<file path="src/rtl/ibex_crash_dump_capture_pkg.sv">
// ibex_crash_dump_capture_pkg: shared types for crash snapshot capture
package ibex_crash_dump_capture_pkg;
  typedef struct packed {
    logic [31:0] current_pc;
    logic [31:0] next_pc;
    logic [31:0] last_data_addr;
    logic [31:0] exception_pc;
    logic [31:0] exception_addr;
  } crash_dump_t;
  typedef struct packed {
    crash_dump_t dump;
    logic [15:0] cause;
    logic [31:0] ts;
  } crash_snap_t;
  typedef enum logic [2:0] {
    W_CUR_PC, W_NEXT_PC, W_LAST_DADDR, W_EXC_PC, W_EXC_ADDR, W_CAUSE, W_TS, W_STATUS
  } crash_word_e;
  typedef enum logic {RD_IDLE, RD_RESP} rd_state_e;
  localparam int unsigned StatOccLsb = 28;
  localparam int unsigned StatOvfBit = 27;
endpackage

</file>
<file path="src/rtl/ibex_crash_dump_capture_snap_fifo.sv">
// ibex_crash_snap_fifo: snapshot FIFO; a pop frees room for a same-cycle push when full
module ibex_crash_snap_fifo
  import ibex_crash_dump_capture_pkg::*;
#(
  parameter int unsigned Depth = 2
) (
  input  logic                       clk_i,
  input  logic                       rst_i,
  input  logic                       clear_i,
  input  logic                       push_i,
  input  logic                       pop_i,
  input  crash_snap_t                data_i,
  output crash_snap_t                head_o,
  output logic                       full_o,
  output logic                       empty_o,
  output logic [$clog2(Depth):0]     occ_o
);
  localparam int unsigned PtrW = Depth > 1 ? $clog2(Depth) : 1;
  localparam int unsigned OccW = $clog2(Depth) + 1;
  crash_snap_t mem_q [Depth];
  logic [PtrW-1:0] wr_q, wr_d, rd_q, rd_d;
  logic [OccW-1:0] occ_q, occ_d;
  logic do_push, do_pop;
  function automatic logic [PtrW-1:0] inc(input logic [PtrW-1:0] p);
    return p == PtrW'(Depth - 1) ? '0 : p + 1'b1;
  endfunction
  assign empty_o = occ_q == '0;
  assign full_o  = occ_q == OccW'(Depth);
  assign occ_o   = occ_q;
  assign head_o  = mem_q[rd_q];
  assign do_pop  = pop_i & ~empty_o & ~clear_i;
  assign do_push = push_i & ~clear_i & (~full_o | do_pop);
  // pointer and occupancy next state; clear wins over push and pop
  always_comb begin
    wr_d  = clear_i ? '0 : do_push ? inc(wr_q) : wr_q;
    rd_d  = clear_i ? '0 : do_pop ? inc(rd_q) : rd_q;
    occ_d = clear_i ? '0 : occ_q + OccW'(do_push) - OccW'(do_pop);
  end
  // pointer and occupancy registers
  always_ff @(posedge clk_i or posedge rst_i) begin
    if (rst_i) begin
      wr_q  <= '0;
      rd_q  <= '0;
      occ_q <= '0;
    end else begin
      wr_q  <= wr_d;
      rd_q  <= rd_d;
      occ_q <= occ_d;
    end
  end
  // storage needs no reset; empty entries are never exposed
  always_ff @(posedge clk_i) begin
    if (do_push) mem_q[wr_q] <= data_i;
  end
endmodule

</file>
<file path="src/rtl/ibex_crash_dump_capture.sv">
// ibex_crash_dump_capture: snapshots crash_dump on trigger edges and serves them over a read port
module ibex_crash_dump_capture
  import ibex_crash_dump_capture_pkg::*;
#(
  parameter int unsigned Depth    = 2,
  parameter int unsigned NumTrig  = 4,
  parameter int unsigned DropCntW = 8
) (
  input  logic               clk_i,
  input  logic               rst_i,
  input  logic [159:0]       crash_dump_i,
  input  logic [NumTrig-1:0] trig_i,
  input  logic               rd_req_i,
  input  logic [2:0]         rd_addr_i,
  output logic               rd_gnt_o,
  output logic               rd_rvalid_o,
  output logic [31:0]        rd_rdata_o,
  output logic               rd_err_o,
  input  logic               pop_i,
  input  logic               clear_i,
  output logic               pending_o,
  output logic               overflow_o
);
  localparam int unsigned OccW = $clog2(Depth) + 1;
  logic [NumTrig-1:0]  trig_q, rise;
  logic [31:0]         ts_q;
  logic                ev, full, empty, drop, ovf_q, ovf_d, rd_err_q, err_w;
  logic [DropCntW-1:0] drop_q, drop_d;
  logic [OccW-1:0]     occ;
  crash_snap_t         snap, head;
  crash_dump_t         hd;
  rd_state_e           state_q, state_d;
  logic [31:0]         word, status, data_w, rd_rdata_q;
  assign rise = trig_i & ~trig_q;
  assign ev   = |rise;
  assign snap = '{dump: crash_dump_t'(crash_dump_i), cause: 16'(rise), ts: ts_q};
  assign drop = ev & full & ~pop_i & ~clear_i;
  assign hd   = head.dump;
  ibex_crash_snap_fifo #(.Depth(Depth)) u_fifo (
    .clk_i   (clk_i),
    .rst_i   (rst_i),
    .clear_i (clear_i),
    .push_i  (ev),
    .pop_i   (pop_i),
    .data_i  (snap),
    .head_o  (head),
    .full_o  (full),
    .empty_o (empty),
    .occ_o   (occ)
  );
  // sticky overflow and saturating drop counter, both flushed by clear
  always_comb begin
    ovf_d  = clear_i ? 1'b0 : ovf_q | drop;
    drop_d = clear_i ? '0 : (drop && drop_q != '1) ? drop_q + 1'b1 : drop_q;
  end
  // head word selection; empty FIFO reads as an error except for status
  always_comb begin
    status = 32'(drop_q) | (32'(4'(occ)) << StatOccLsb) | (32'(ovf_q) << StatOvfBit);
    word = '0;
    case (crash_word_e'(rd_addr_i))
      W_CUR_PC:     word = hd.current_pc;
      W_NEXT_PC:    word = hd.next_pc;
      W_LAST_DADDR: word = hd.last_data_addr;
      W_EXC_PC:     word = hd.exception_pc;
      W_EXC_ADDR:   word = hd.exception_addr;
      W_CAUSE:      word = 32'(head.cause);
      W_TS:         word = head.ts;
      W_STATUS:     word = status;
      default:      word = '0;
    endcase
    err_w  = empty & (crash_word_e'(rd_addr_i) != W_STATUS);
    data_w = err_w ? '0 : word;
  end
  // read FSM: grant only in idle, respond exactly one cycle later
  always_comb begin
    rd_gnt_o = (state_q == RD_IDLE) & rd_req_i;
    state_d  = rd_gnt_o ? RD_RESP : RD_IDLE;
  end
  // state, trigger history, timestamp, accounting and response registers
  always_ff @(posedge clk_i or posedge rst_i) begin
    if (rst_i) begin
      state_q    <= RD_IDLE;
      trig_q     <= '0;
      ts_q       <= '0;
      ovf_q      <= 1'b0;
      drop_q     <= '0;
      rd_rdata_q <= '0;
      rd_err_q   <= 1'b0;
    end else begin
      state_q <= state_d;
      trig_q  <= trig_i;
      ts_q    <= ts_q + 32'd1;
      ovf_q   <= ovf_d;
      drop_q  <= drop_d;
      if (rd_gnt_o) begin
        rd_rdata_q <= data_w;
        rd_err_q   <= err_w;
      end
    end
  end
  assign rd_rvalid_o = state_q == RD_RESP;
  assign rd_rdata_o  = rd_rdata_q;
  assign rd_err_o    = rd_rvalid_o & rd_err_q;
  assign pending_o   = ~empty;
  assign overflow_o  = ovf_q;
endmodule

</file>
<file path="config.mk">
export PLATFORM = sky130hd
export DESIGN_NAME = ibex_crash_dump_capture
export DESIGN_NICKNAME = d
export VERILOG_FILES = /design/src/rtl/ibex_crash_dump_capture_pkg.sv /design/src/rtl/ibex_crash_dump_capture_snap_fifo.sv /design/src/rtl/ibex_crash_dump_capture.sv
export SDC_FILE = /design/constraint.sdc
export NUM_CORES = 1
export LEC_CHECK = 0
export CAP_MARGIN = 40
export CORE_UTILIZATION = 51
export CTS_CLUSTER_DIAMETER = 80
export DETAILED_ROUTE_END_ITERATION = 10
export PLACE_DENSITY = 0.73
export SLEW_MARGIN = 25
export SYNTH_ARGS = -nofsm -noshare
export SYNTH_HDL_FRONTEND = slang
export SYNTH_SLANG_ARGS = --single-unit
</file>
<file path="constraint.sdc">
create_clock -name clk_i -period 9 [get_ports clk_i]
set_input_delay 1.35 -clock clk_i [delete_from_list [all_inputs] [get_ports clk_i]]
set_output_delay 1.35 -clock clk_i [all_outputs]
set_load 0.02 [all_outputs]
</file>
==> impl_metrics.env <==
export IMPL_whs_path_depth=2
export IMPL_rr_endpoint="rd_rdata_o[27]"
export IMPL_p_clk_frac=0.336
export IMPL_dr_pass1_iters=5
export IMPL_viasPerCell=5.85
export IMPL_grt_pass1_vias=11300
export IMPL_p_sw_mw=1.47
export IMPL_core_um2=36500
export IMPL_reg2reg_depth=7
export IMPL_syn_area_um2=18900
export IMPL_portBuffers=208
export IMPL_slew_violations=0
export IMPL_synth_edf_count=392
export IMPL_area_delta_synth_final_pct=21.8
export IMPL_drt_initial_drc_count=896
export IMPL_ys_seq_area_frac=0.733
export IMPL_via_count=11100
export IMPL_clkLatencyLatePin_ns=0.56
export IMPL_cts_tree="yes"
export IMPL_grt_pass1_wl_mm=65.6
export IMPL_crit_type="in2out"
export IMPL_critPathCaptureType="primary output"
export IMPL_critPathLaunchType="input port"
export IMPL_worstMarginPinSlew_ns=0.916
export IMPL_min_from="rd_err_q"
export IMPL_drv_cap=0
export IMPL_num_fill_cells=2589
export IMPL_slew_headroom=0.389
export IMPL_multi_input_area_um2=4620
export IMPL_rr_startpoint="u_fifo.rd_q"
export IMPL_syn_num_nets=1349
export IMPL_remaining_drc_errors=0
export IMPL_fin_crit_ns=4.68
export IMPL_power_per_cell_area_nw_per_um2=244
export IMPL_finalNetCount=1567
export IMPL_ys_seq_elements=475
export IMPL_wl_per_cell_um=22.9
export IMPL_setup_violations=0
export IMPL_finalClockSkew_ns=0.0172
export IMPL_fp_row_count=70
export IMPL_die_h_um=195
export IMPL_hp_class="reg2reg"
export IMPL_ctsResizeCount=0
export IMPL_ir_drop_mv=0.122
export IMPL_die_w_um=195
export IMPL_ys_types=58
export IMPL_cts_root_buf="clkbuf_16"
export IMPL_dieArea_um2=37800
export IMPL_syn_inst=1173
export IMPL_start_util=0.518
export IMPL_overflow=0
export IMPL_ys_warn_count=0
export IMPL_status="finished clean"
export IMPL_grt_max_degree=146
export IMPL_wl_mm=43.5
export IMPL_swShare=0.262
export IMPL_arrival_ns=3.33
export IMPL_synthArstFlopShare=0.175
export IMPL_dp_hpwl_mm=28.1
export IMPL_fmaxAchievable_mhz=214
export IMPL_ios=209
export IMPL_r2r_setup_slack_ns=6.03
export IMPL_path_clk_slew_ns=0.06
export IMPL_comb_power_share=0.178
export IMPL_cts_max_level=2
export IMPL_antenna_found_initial=1
export IMPL_antenna_left=0
export IMPL_cts_num_sinks=475
export IMPL_gp_congestion=0.822
export IMPL_crit_required_ns=7.65
export IMPL_timing_final_hold_violations=0
export IMPL_track_usage=0.229
export IMPL_cts_hold_buffers=0
export IMPL_ys_flop_type="edfxtp_1"
export IMPL_post_cts_setup_buffers=0
export IMPL_rsz0062_at_grt="false"
export IMPL_tns_ns=0
export IMPL_hold_ws_ns=0.479
export IMPL_cts_buffers=48
export IMPL_fin_crit_sh=0.520
export IMPL_seq_area_um2=13900
export IMPL_critPathMaxFanout=71
export IMPL_p_leak_nw=7.99
export IMPL_seq_power_share=0.486
export IMPL_worstHoldEndpoint="rd_err_q"
export IMPL_avgSynthCellArea_um2=16.1
export IMPL_internal_power_mw=4.14
export IMPL_drive_gt1_frac=0.0846
export IMPL_clockBufferDepth=3
[sequential cells by signal, indices dropped and copies added (netlist names)]
name / count
drop_q: 8
overflow_o: 1
rd_err_q: 1
rd_rdata_o: 32
rd_rvalid_o: 1
trig_q: 4
ts_q: 32
u_fifo.mem_q: 392
u_fifo.occ_o: 2
u_fifo.rd_q: 1
u_fifo.wr_q: 1
[critical path: stages]
cell and delay, ns:
clkdlybuf4s50_1 0.41, nand2b_2 0.07, buf_4 0.64, inv_1 0.25
clkdlybuf4s50_1 0.60
[through the flow]
step	utilization	area [µm²]	instances	total power [mW]	setup WS (ns)
after floorplan	-	18900	1173	3.40	1.46
after global placement	0.585	21400	1803	3.73	4.06
after detailed placement	0.588	21500	1808	3.78	4.34
after CTS	0.629	23000	1898	5.65	4.33
after global routing	0.630	23000	1900	5.82	4.21
final	0.630	23000	1900	5.62	4.32
[layout make-up]
type                    count  share of cell area
well taps                 468              0.0254
clock inverters            22             0.00810
inverters                  20             0.00337
repair buffers            234               0.103
clock buffers              68              0.0576
multi-input cells         612               0.201
diodes                      1            0.000109
flip-flops and latches    475               0.602
[synthesized netlist by cell type (5+ instances only)]
cell | instances | area share
a211oi_1 | 13 | 0.0052
a21oi_1 | 64 | 0.017
a221oi_1 | 12 | 0.0056
a31oi_1 | 8 | 0.0026
and3_1 | 11 | 0.0036
buf_2 | 24 | 0.0064
buf_4 | 14 | 0.0056
buf_6 | 8 | 0.0048
clkbuf_1 | 19 | 0.0038
dfrtp_1 | 83 | 0.11
edfxtp_1 | 392 | 0.62
inv_1 | 19 | 0.0038
mux2_2 | 7 | 0.0042
mux2i_1 | 176 | 0.093
nand2_1 | 51 | 0.010
nand2b_1 | 12 | 0.0040
nand3_1 | 25 | 0.0066
nand4_1 | 13 | 0.0043
nor2_1 | 15 | 0.0030
nor2b_1 | 9 | 0.0030
o21ai_0 | 10 | 0.0026
o21ai_1 | 19 | 0.0050
o22ai_1 | 50 | 0.017
o31ai_1 | 21 | 0.0083
or3_1 | 5 | 0.0017
xnor2_1 | 28 | 0.013
xor2_1 | 5 | 0.0023
[placed cells by master (no fill, tap or decap), types with 18 or more instances in the layout]
cell             netlist  layout
edfxtp_1             392     392
clkdlybuf4s50_1        0     207
mux2i_1              176     176
dfrtp_1               83      82
a21oi_1               64      64
nand2_1               51      51
o22ai_1               50      50
clkbuf_16              0      48
xnor2_1               28      28
nand3_1               25      25
o31ai_1               21      21
buf_4                 14      20
o21ai_1               19      19
inv_1                 19      18
[how the worst max path moves through the flow]
stage,start,end,slack (ns),depth (start not counted)
final,rd_req_i,rd_gnt_o,4.32,5
after global routing,rd_req_i,rd_gnt_o,4.21,5
after CTS,rd_req_i,rd_gnt_o,4.33,5
after detailed placement,rd_req_i,rd_gnt_o,4.34,5
after global placement,clear_i,u_fifo.mem_q[0][114],4.06,5
after floorplan,clear_i,u_fifo.mem_q[0][0],1.46,4
[cells by family after synthesis]
family                     Yosys count  synth area share
AOI/OAI and AO/OA                  222            0.0763
xor gates and xnor gates            33            0.0153
adders and majority gates            4           0.00265
buffers and inverters               86            0.0247
DFF                                475             0.733
muxes                              183            0.0974
and+or+nand+nor                    170            0.0512
[routing by layer]
metal / routed length (µm) / vias to the layer above / GRT usage
met4: 1200 / 0 / 0.0826
met1: 18100 / 5581 / 0.315
met5: 0 / - / 0
li1: - / 5022 / -
met3: 3100 / 83 / 0.0413
met2: 21100 / 438 / 0.366
[power by group through the flow]
stage,Sequential [mW],Combinational (mW),Clock [mW]
after floorplan,2.81,0.595,0
after global placement,2.77,0.966,0
after detailed placement,2.78,1.00,0
after CTS,2.73,1.00,1.91
after global routing,2.75,1.07,2.00
final,2.73,0.999,1.89
Power figures use the tool's default switching activity.
